--- src/rtl/sseg_pkg.sv ---
// Shared types and constants for the 7-segment scan controller slice.
// Glyph codes match the downstream decoder's code table.
package sseg_pkg;

    localparam int GLYPH_W = 5;

    localparam logic [GLYPH_W-1:0] G_H     = 5'd10;
    localparam logic [GLYPH_W-1:0] G_E     = 5'd11;
    localparam logic [GLYPH_W-1:0] G_L     = 5'd12;
    localparam logic [GLYPH_W-1:0] G_P     = 5'd13;
    localparam logic [GLYPH_W-1:0] G_A     = 5'd14;
    localparam logic [GLYPH_W-1:0] G_C     = 5'd15;
    localparam logic [GLYPH_W-1:0] G_F     = 5'd16;
    localparam logic [GLYPH_W-1:0] G_U     = 5'd17;
    localparam logic [GLYPH_W-1:0] G_N     = 5'd18;
    localparam logic [GLYPH_W-1:0] G_R     = 5'd19;
    localparam logic [GLYPH_W-1:0] G_T     = 5'd20;
    localparam logic [GLYPH_W-1:0] G_X     = 5'd21;
    localparam logic [GLYPH_W-1:0] G_BLANK = 5'd31;

    typedef enum logic {
        BLANK = 1'b0,
        DRIVE = 1'b1
    } scan_state_t;

    // Counter width for values 0..v-1, never narrower than one bit.
    function automatic int clog2_min1(input int v);
        return (v <= 1) ? 1 : $clog2(v);
    endfunction

endpackage

--- src/rtl/sseg_scan_ctrl_if.sv ---
// Host-side frame handshake and live blink mask of the scan controller.
interface sseg_scan_ctrl_if #(
    parameter int NDIG = 4
);
    import sseg_pkg::*;

    logic [NDIG*GLYPH_W-1:0] frame_in;
    logic                    frame_valid;
    logic                    frame_ready;
    logic [NDIG-1:0]         blink_mask;

    modport master (
        output frame_in,
        output frame_valid,
        output blink_mask,
        input  frame_ready
    );

    modport slave (
        input  frame_in,
        input  frame_valid,
        input  blink_mask,
        output frame_ready
    );

endinterface

--- src/rtl/sseg_frame_buf.sv ---
// Pending/active double buffer: host frames land in pending and move to
// active only at a frame boundary, so a scan never mixes two frames.
module sseg_frame_buf
    import sseg_pkg::*;
#(
    parameter int NDIG = 4
) (
    input  logic                    clk,
    input  logic                    rst,
    input  logic [NDIG*GLYPH_W-1:0] frame_in,
    input  logic                    frame_valid,
    output logic                    frame_ready,
    input  logic                    promote,
    output logic [NDIG*GLYPH_W-1:0] active
);

    logic [NDIG*GLYPH_W-1:0] pending_r;
    logic [NDIG*GLYPH_W-1:0] active_r;
    logic                    full_r;
    logic                    ready_r;
    logic                    accept_s;

    assign accept_s    = frame_valid && ready_r;
    assign frame_ready = ready_r;
    assign active      = active_r;

    // Promotion and acceptance are exclusive: accept needs pending empty, promote needs it full.
    always_ff @(posedge clk or posedge rst) begin
        if (rst) begin
            pending_r <= '0;
            active_r  <= '0;
            full_r    <= 1'b0;
            ready_r   <= 1'b1;
        end else if (promote && full_r) begin
            active_r <= pending_r;
            full_r   <= 1'b0;
            ready_r  <= 1'b1;
        end else if (accept_s) begin
            pending_r <= frame_in;
            full_r    <= 1'b1;
            ready_r   <= 1'b0;
        end
    end

endmodule

--- src/rtl/sseg_scan_ctrl.sv ---
// Time-multiplexed scan of a common-anode 7-segment bank: guard blanking
// before each digit slot, per-digit blink, tear-free frame swap.
module sseg_scan_ctrl
    import sseg_pkg::*;
#(
    parameter int NDIG         = 4,
    parameter int DIG_CYCLES   = 50000,
    parameter int GUARD        = 500,
    parameter int BLINK_FRAMES = 250
) (
    input  logic                clk,
    input  logic                rst,
    sseg_scan_ctrl_if.slave     host,
    output logic [NDIG-1:0]     an,
    output logic [GLYPH_W-1:0]  code,
    output logic                frame_done
);

    localparam int CNT_MAX = (DIG_CYCLES > GUARD) ? DIG_CYCLES : GUARD;
    localparam int CNT_W   = clog2_min1(CNT_MAX);
    localparam int IDX_W   = clog2_min1(NDIG);
    localparam int FCNT_W  = clog2_min1(BLINK_FRAMES);

    localparam logic [CNT_W-1:0]  GUARD_LAST = CNT_W'(GUARD - 1);
    localparam logic [CNT_W-1:0]  DIG_LAST   = CNT_W'(DIG_CYCLES - 1);
    localparam logic [IDX_W-1:0]  IDX_LAST   = IDX_W'(NDIG - 1);
    localparam logic [FCNT_W-1:0] FRAME_LAST = FCNT_W'(BLINK_FRAMES - 1);

    scan_state_t             state_r;
    logic [CNT_W-1:0]        cnt_r;
    logic [IDX_W-1:0]        idx_r;
    logic [FCNT_W-1:0]       fcnt_r;
    logic                    blink_off_r;
    logic [NDIG-1:0]         an_r;
    logic [GLYPH_W-1:0]      code_r;
    logic                    done_r;

    logic                    boundary_s;
    logic [IDX_W-1:0]        next_idx_s;
    logic [NDIG-1:0]         drive_an_s;
    logic [GLYPH_W-1:0]      sel_code_s;
    logic [NDIG*GLYPH_W-1:0] active_s;

    sseg_frame_buf #(.NDIG(NDIG)) u_frame_buf (
        .clk         (clk),
        .rst         (rst),
        .frame_in    (host.frame_in),
        .frame_valid (host.frame_valid),
        .frame_ready (host.frame_ready),
        .promote     (boundary_s),
        .active      (active_s)
    );

    // Slot decode: boundary, next digit, anode pattern (blink-gated) and glyph for idx_r.
    always_comb begin
        boundary_s = (state_r == DRIVE) && (cnt_r == DIG_LAST) && (idx_r == IDX_LAST);
        if (idx_r == IDX_LAST) begin
            next_idx_s = '0;
        end else begin
            next_idx_s = idx_r + IDX_W'(1);
        end
        drive_an_s = '1;
        sel_code_s = '0;
        for (int i = 0; i < NDIG; i++) begin
            if (idx_r == IDX_W'(i)) begin
                drive_an_s[i] = blink_off_r && host.blink_mask[i];
                sel_code_s    = active_s[i*GLYPH_W +: GLYPH_W];
            end else begin
                drive_an_s[i] = 1'b1;
            end
        end
    end

    // Scan FSM with registered anode/code/frame_done, plus blink phase tracking.
    always_ff @(posedge clk or posedge rst) begin
        if (rst) begin
            state_r     <= BLANK;
            cnt_r       <= '0;
            idx_r       <= '0;
            fcnt_r      <= '0;
            blink_off_r <= 1'b0;
            an_r        <= '1;
            code_r      <= '0;
            done_r      <= 1'b0;
        end else begin
            done_r <= boundary_s;
            case (state_r)
                BLANK: begin
                    if (cnt_r == GUARD_LAST) begin
                        state_r <= DRIVE;
                        cnt_r   <= '0;
                        an_r    <= drive_an_s;
                        code_r  <= sel_code_s;
                    end else begin
                        cnt_r <= cnt_r + CNT_W'(1);
                        an_r  <= '1;
                    end
                end
                DRIVE: begin
                    if (cnt_r == DIG_LAST) begin
                        state_r <= BLANK;
                        cnt_r   <= '0;
                        idx_r   <= next_idx_s;
                        an_r    <= '1;
                    end else begin
                        cnt_r <= cnt_r + CNT_W'(1);
                        an_r  <= drive_an_s;
                    end
                end
                default: begin
                    state_r <= BLANK;
                    cnt_r   <= '0;
                    an_r    <= '1;
                end
            endcase
            if (boundary_s) begin
                if (fcnt_r == FRAME_LAST) begin
                    fcnt_r      <= '0;
                    blink_off_r <= ~blink_off_r;
                end else begin
                    fcnt_r <= fcnt_r + FCNT_W'(1);
                end
            end
        end
    end

    assign an         = an_r;
    assign code       = code_r;
    assign frame_done = done_r;

endmodule

--- src/flat_wrapper.sv ---
// flat-port wrapper written by rule: the top's interface ports become plain ports
module sseg_scan_ctrl_flat import sseg_pkg::*;
#(
    parameter int NDIG         = 4,
    parameter int DIG_CYCLES   = 50000,
    parameter int GUARD        = 500,
    parameter int BLINK_FRAMES = 250
)
  (clk, rst, an, code, frame_done, host_frame_in, host_frame_valid, host_blink_mask, host_frame_ready);
  sseg_scan_ctrl_if #(.NDIG(NDIG)) host_i ();
  input  logic clk;
  input  logic rst;
  output logic [NDIG-1:0] an;
  output logic [GLYPH_W-1:0] code;
  output logic frame_done;
  input wire logic [$bits(host_i.frame_in)-1:0] host_frame_in;
  input wire logic [$bits(host_i.frame_valid)-1:0] host_frame_valid;
  input wire logic [$bits(host_i.blink_mask)-1:0] host_blink_mask;
  output wire logic [$bits(host_i.frame_ready)-1:0] host_frame_ready;
  assign host_i.frame_in = host_frame_in;
  assign host_i.frame_valid = host_frame_valid;
  assign host_i.blink_mask = host_blink_mask;
  assign host_frame_ready = host_i.frame_ready;
  sseg_scan_ctrl #(.NDIG(NDIG), .DIG_CYCLES(DIG_CYCLES), .GUARD(GUARD), .BLINK_FRAMES(BLINK_FRAMES)) u_core (.clk(clk), .rst(rst), .host(host_i), .an(an), .code(code), .frame_done(frame_done));
endmodule
--- config.mk ---
export PLATFORM = sky130hd
export DESIGN_NAME = sseg_scan_ctrl_flat
export DESIGN_NICKNAME = d
export VERILOG_FILES = /design/src/rtl/sseg_pkg.sv /design/src/rtl/sseg_scan_ctrl_if.sv /design/src/rtl/sseg_frame_buf.sv /design/src/rtl/sseg_scan_ctrl.sv /design/src/flat_wrapper.sv
export SDC_FILE = /design/constraint.sdc
export NUM_CORES = 1
export LEC_CHECK = 0
export CORE_UTILIZATION = 60
export CTS_CLUSTER_SIZE = 25
export DETAILED_ROUTE_END_ITERATION = 8
export PLACE_DENSITY = 0.85
export SLEW_MARGIN = 20
export SYNTH_ARGS = -nofsm -noshare
export SYNTH_HDL_FRONTEND = slang
export SYNTH_SLANG_ARGS = --single-unit
--- constraint.sdc ---
create_clock -name clk -period 9 [get_ports clk]
set_clock_uncertainty 0.15 [all_clocks]
set_input_delay 2.7 -clock clk [delete_from_list [all_inputs] [get_ports clk]]
set_output_delay 2.7 -clock clk [all_outputs]
set_load 0.03 [all_outputs]
# Word level (Yosys, flattened, before mapping)
# Cells that the tools add are included.
dict set report op_classes {
  n_addsub 3
  n_eq_ne 6
  bitwise 3
  reduce_logical 14
  muxes 23
}
# op n
set op_table {}
lappend op_table {{16-bit 2-to-1 mux} 2}
lappend op_table {{16-bit case mux with 2 select lines} 1}
lappend op_table {{5-bit 2-to-1 mux} 4}
lappend op_table {{16-bit by 1-bit adder with 16-bit output (second input constant)} 1}
lappend op_table {{16-bit == test (second input constant)} 1}
lappend op_table {{16-bit by 9-bit == test with 1-bit output (second input constant)} 1}
lappend op_table {{1-bit 2-to-1 mux} 10}
lappend op_table {{8-bit by 1-bit adder with 8-bit output (second input constant)} 1}
lappend op_table {{8-bit == test (second input constant)} 1}
lappend op_table {{1-bit logical AND} 8}
lappend op_table {{4-bit 2-to-1 mux} 2}
lappend op_table {{8-bit 2-to-1 mux} 1}
lappend op_table {{4-bit case mux with 2 select lines} 1}
lappend op_table {{2-bit AND reduction} 4}
lappend op_table {{2-bit == test (second input constant)} 2}
lappend op_table {{1-bit inverter} 3}
lappend op_table {{2-bit by 1-bit adder with 2-bit output (second input constant)} 1}
lappend op_table {{2-bit by 1-bit == test with 1-bit output (second input constant)} 1}
lappend op_table {{2-bit logical NOT} 1}
lappend op_table {{2-bit 2-to-1 mux} 1}
lappend op_table {{1-bit case mux with 2 select lines} 1}
lappend op_table {{2-bit nonzero test} 1}
dict set report word_totals {
  wordCells 61
  in_bits 27
  regBits 80
  out_inout_bits 11
}

# Longest topological paths before layout
dict set report depth {
  ltp_word 6
  depth_mapped 6
  mapped_depth_nobuf 6
}

# Modules after synthesis
# A second synthesis with hierarchy kept.
dict set report hier_totals {
  hier_cells 301
  area_unflattened_um2 3789.9
}
# module n_inst area_each_um2 cells_each seq_area_each_um2
set modules_own_cells {}
lappend modules_own_cells {sseg_scan_ctrl 1 2054.5 208 955.9}
lappend modules_own_cells {sseg_frame_buf 1 1735.4 93 1052.3}

# Worst setup path before layout
# No wires, ideal clock.
dict set report synth_timing {
  path_type {in2reg}
  from {input port host_frame_valid}
  to {register u_core.u_frame_buf.pending_r[18]}
  required_ns 8.723
  cell_stages 4
  setup_time_ns 0.127
  setup_slack_ns 5.327
  t_arrival_ns 3.395
  n_path_buf 1
  cell_sequence {nand2_1 -> a31o_2 -> buf_6 -> mux2_1}
}
dict set report synth_via {
  elab_chain_cells 2
}
# element line_no
set synth_lines {}
lappend synth_lines {{from (decl)} flat_wrapper.sv:17} ;# input wire logic [$bits(host_i.frame_valid)-1:0] host_frame_valid;
lappend synth_lines {{1-bit logical AND} sseg_frame_buf.sv:23} ;# assign accept_s = frame_valid && ready_r;
lappend synth_lines {{2-bit AND reduction (no line)} -}
lappend synth_lines {{to (signal assigned)} sseg_frame_buf.sv:39} ;# pending_r <= frame_in;
lappend synth_lines {{to (decl)} sseg_frame_buf.sv:17} ;# logic [NDIG*GLYPH_W-1:0] pending_r;
# No other way between the ends.
# A chain may end at the register's enable or synchronous reset.

# Worst setup path after layout
dict set report layout_timing {
  from {register u_core.u_frame_buf.ready_r, in the netlist u_core.u_frame_buf.frame_ready}
  to {output port host_frame_ready}
}
# element line_no
set layout_lines {}
lappend layout_lines {{from (decl)} sseg_frame_buf.sv:20} ;# logic ready_r;
lappend layout_lines {{from (signal assigned)} sseg_frame_buf.sv:33} ;# ready_r <= 1'b1;
lappend layout_lines {{from (signal assigned)} sseg_frame_buf.sv:37} ;# ready_r <= 1'b1;
lappend layout_lines {{from (signal assigned)} sseg_frame_buf.sv:41} ;# ready_r <= 1'b0;
lappend layout_lines {{to (decl)} flat_wrapper.sv:19} ;# output wire logic [$bits(host_i.frame_ready)-1:0] host_frame_ready;
# No word-level cell between the ends.

==> summary by stage <==
Clock tree
The H-tree level count is 3. Once the clock tree was built, the setup fixing pass inserted 0 buffers. The number of buffers added to fix hold violations after cts is 0.

The number of buffers created by CTS is 9. The clock reaches the later pin of the worst-skew pair after 0.36 ns. The master cell of the clock root buffer is clkbuf_8.

After clock tree synthesis, the clock-pin slew on the worst setup and hold paths is 0.08 ns. The number of gates resized after CTS is 0. Counting every sink on the clock net gives 80. TritonCTS built the clock tree.

The buffer levels on the longest clock path is 2.

Timing
The transition time at the pin with the least slew margin is 0.871 ns. The final count of pins violating max slew came to 0. The shortest clock period the worst path allows after layout is 4.42 ns. The final count of hold timing violations is 0. Headroom to the max-slew limit came out at 0.418. The highest clock rate is 226 MHz. Setup total negative slack on the finished layout was measured at 0 ns.

Setup repair after global routing left no endpoint under its margin. The post-route fraction of the period consumed by the critical path is 0.491. Setup violations remaining at the end of the flow were counted as 0.

Detailed routing
The total vias in the final route is 2353. In the routed design, unresolved DRC markers number 0. The count of nets left with antenna violations after detail routing is 0. The iteration count of the initial detailed-routing pass is 6.

The average wire per standard cell is 16.4 µm. The routed design has 6630 µm of wire. The routed via count divided by cell count is 5.81. The detailed router finished its first iteration with 140 violations.

GRT
The global routing met1 resource utilization is 0.334. The busiest layer in global routing is met2. For this run, global-route usage on met2 was measured as 0.377. The via count of the first global-routing pass is 2365.

The number of antenna violations at the first check in global routing is 0. Across every metal layer, demand over resource in global routing totals 0.242. The global-route met3 utilization is 0.0368. The wire length of the first global-routing pass is 11400 µm. Entering global routing, the biggest net connects 57 pins.

The total overflow reported by the global router is 0.

Critical path
The highest-delay cell along the critical path is clkdlybuf4s50_1. In this design, the largest share of critical-path delay is due to buffers and inverters. The arrival time at the worst endpoint is 1.57 ns. Data on the critical path is required at its endpoint by 6.15 ns. The category of the worst setup path launch point is a flop. The endpoint type of the worst setup path is an output pin. Along the worst path, the maximum fanout reaches 4.

The peak per-stage delay on the critical path is 0.67 ns. The worst setup path is of the flop to output pin kind. Traced cell by cell, the critical path runs through clkdlybuf4s50_1. The number of buffers and inverters on the critical path is 1.

Floorplan
From bottom edge to top edge, the die measures 79.1 µm. The core region is 5610 µm². The die is 79.1 µm wide. The effective utilization at floorplan is 0.635. The area of the die is 6250 µm².

The top-level I/O count is 38. Row generation in the floorplan step produced 27 rows.

Finish
The number of antenna diodes in the final layout is 0. Registers take 2010 µm². The post-synthesis to final-layout area growth is 16.3%. The ratio of cells with drive above 1 in the final layout is 0.165. The layout filler cell count is 399. The area of the multi-input gates is 1450 µm².

In the final design database the tool counted 362 nets.

Logic synthesis
Of all flip-flops after synthesis, the portion carrying an async set or reset was 1.00. The synthesized design contains 80 register bits. The dominant cell type by area after synthesis is dfrtp_1.

The number of synthesis warnings is 0. The count of distinct cell types in the synthesized netlist is 44. Synthesis produced 290 cells. The number of nets in the synthesized netlist is 324. Of the synthesized area, sequential elements account for 0.564. Yosys attributes the largest share of cell area to dfrtp_1, mux2_2, mux2_1. The synthesized design contains 0 enable-type register cells. The area of the mapped netlist is 3560 µm². The most used flip-flop cell after synthesis is dfrtp_1.

The share of Yosys cell area claimed by the top area cell type is 0.527. A synthesized cell averages 12.3 µm².

Placed design
The congestion estimate from routability-driven global placement came to 0.819. The HPWL after detailed placement is 4470 µm. The number of input and output port buffers inserted is 37.

Hold path
The kind of path behind the tightest hold check is flop to flop.

Run status
The flow ran to the end, and the final reports show no timing, DRC or antenna violations.

Power
The peak supply drop is 113 µV. Summed over all cells, the static leakage comes to 1.95 nW. The total power density per cell area is 151 nW/µm².

Power comes to 0.625 mW.

Run
The tool flagged a number of max-cap violations equal to 0.
## cell usage after synthesis (6+ instances only)
| master | count |
|---|---|
| nand3_1 | 13 |
| mux2_1 | 20 |
| a31oi_1 | 7 |
| ha_1 | 7 |
| nand4_1 | 6 |
| dfrtp_1 | 75 |
| mux2_2 | 26 |
| xnor2_1 | 7 |
| nor2b_1 | 6 |
| nor2_1 | 24 |
| xor2_1 | 8 |
| inv_1 | 8 |
| nand2_1 | 20 |
## layout make-up
class / instances / area share
well taps: 72 / 0.0217
repair buffers: 38 / 0.0912
flip-flops and latches: 80 / 0.485
clock buffers: 11 / 0.0365
clock inverters: 5 / 0.00936
multi-input cells: 191 / 0.349
inverters: 8 / 0.00725
## per-stage QoR
step                      area [µm²]  worst slack (ns)  hold slack, ns   util  cells
after floorplan                 3560              4.11           0.298      -    290
after global placement          3950              4.65           0.317  0.705    389
after detailed placement        3950              4.61           0.326  0.705    389
after CTS                       4140              4.56           0.336  0.739    405
after global routing            4140              4.54           0.359  0.739    405
final                           4140              4.58           0.337  0.739    405
## logic make-up (layout without fill, tap and decap cells)
group / after synthesis / count (layout) / share of synthesized area
AOI/OAI and AO/OA: 34 / 34 / 0.0674
muxes: 47 / 47 / 0.148
buffers and inverters: 19 / 62 / 0.0302
adders and majority gates: 7 / 7 / 0.0246
xor gates and xnor gates: 15 / 15 / 0.0369
DFF: 80 / 80 / 0.564
and+or+nand+nor: 88 / 88 / 0.129
## worst register-to-register path: stages, from the launching register on
cell and delay [ns]:
dfrtp_1 0.42, or4_4 0.57, nor4_4 0.71, and3_2 0.66
mux2_1 0.39
## final timing paths
check | start | end | slack [ns] | cells past startpoint
setup / recovery | u_core.u_frame_buf.frame_ready$_DFFE_PP1P_ | host_frame_ready | 4.58 | 1
hold / removal | u_core.cnt_r[0]$_DFF_PP0_ | u_core.cnt_r[0]$_DFF_PP0_ | 0.34 | 1
setup reg to reg | u_core.cnt_r[11]$_DFF_PP0_ | u_core.u_frame_buf.active[13]$_DFFE_PP0P_ | 5.99 | 4
hold reg to reg | u_core.cnt_r[0]$_DFF_PP0_ | u_core.cnt_r[0]$_DFF_PP0_ | 0.34 | 1
max in group asynchronous | rst | u_core.u_frame_buf.pending_r[2]$_DFFE_PP0P_ | 5.09 | 3
min in group asynchronous | rst | u_core.cnt_r[1]$_DFF_PP0_ | 2.54 | 2
## layout by cell type (no fill, tap or decap), types with 4 or more instances in the layout
cell type,count
dfrtp_1,75
clkdlybuf4s50_1,37
mux2_2,26
nor2_1,24
nand2_1,20
mux2_1,20
nand3_1,13
clkbuf_8,11
xor2_1,8
inv_1,7
a31oi_1,7
xnor2_1,7
ha_1,7
nand4_1,6
nor2b_1,6
a221oi_1,5
o31ai_1,5
dfstp_2,5
o21ai_0,4
## routing by layer
layer | up-vias | part of all wire
li1 | 1112 | -
met5 | - | 0
met3 | 12 | 0.037
met1 | 1170 | 0.45
met2 | 59 | 0.49
met4 | 0 | 0.022
## flip-flops by register name, indices dropped and copies added (netlist names)
name / cells
u_core.frame_done: 1
u_core.u_frame_buf.full_r: 1
u_core.an: 4
u_core.u_frame_buf.frame_ready: 1
u_core.state_r: 1
u_core.fcnt_r: 8
u_core.blink_off_r: 1
u_core.idx_r: 2
u_core.u_frame_buf.active: 20
u_core.u_frame_buf.pending_r: 20
u_core.cnt_r: 16
u_core.code: 5
## report_power, final
| part | total (mW) | switching [mW] | internal (mW) |
|---|---|---|---|
| Combinational | 0.0185 | 0.00832 | 0.0102 |
| Sequential | 0.359 | 0 | 0.359 |
| Clock | 0.247 | 0.131 | 0.117 |
| Total | 0.625 | 0.139 | 0.486 |
(Power assumes the default switching activity.)
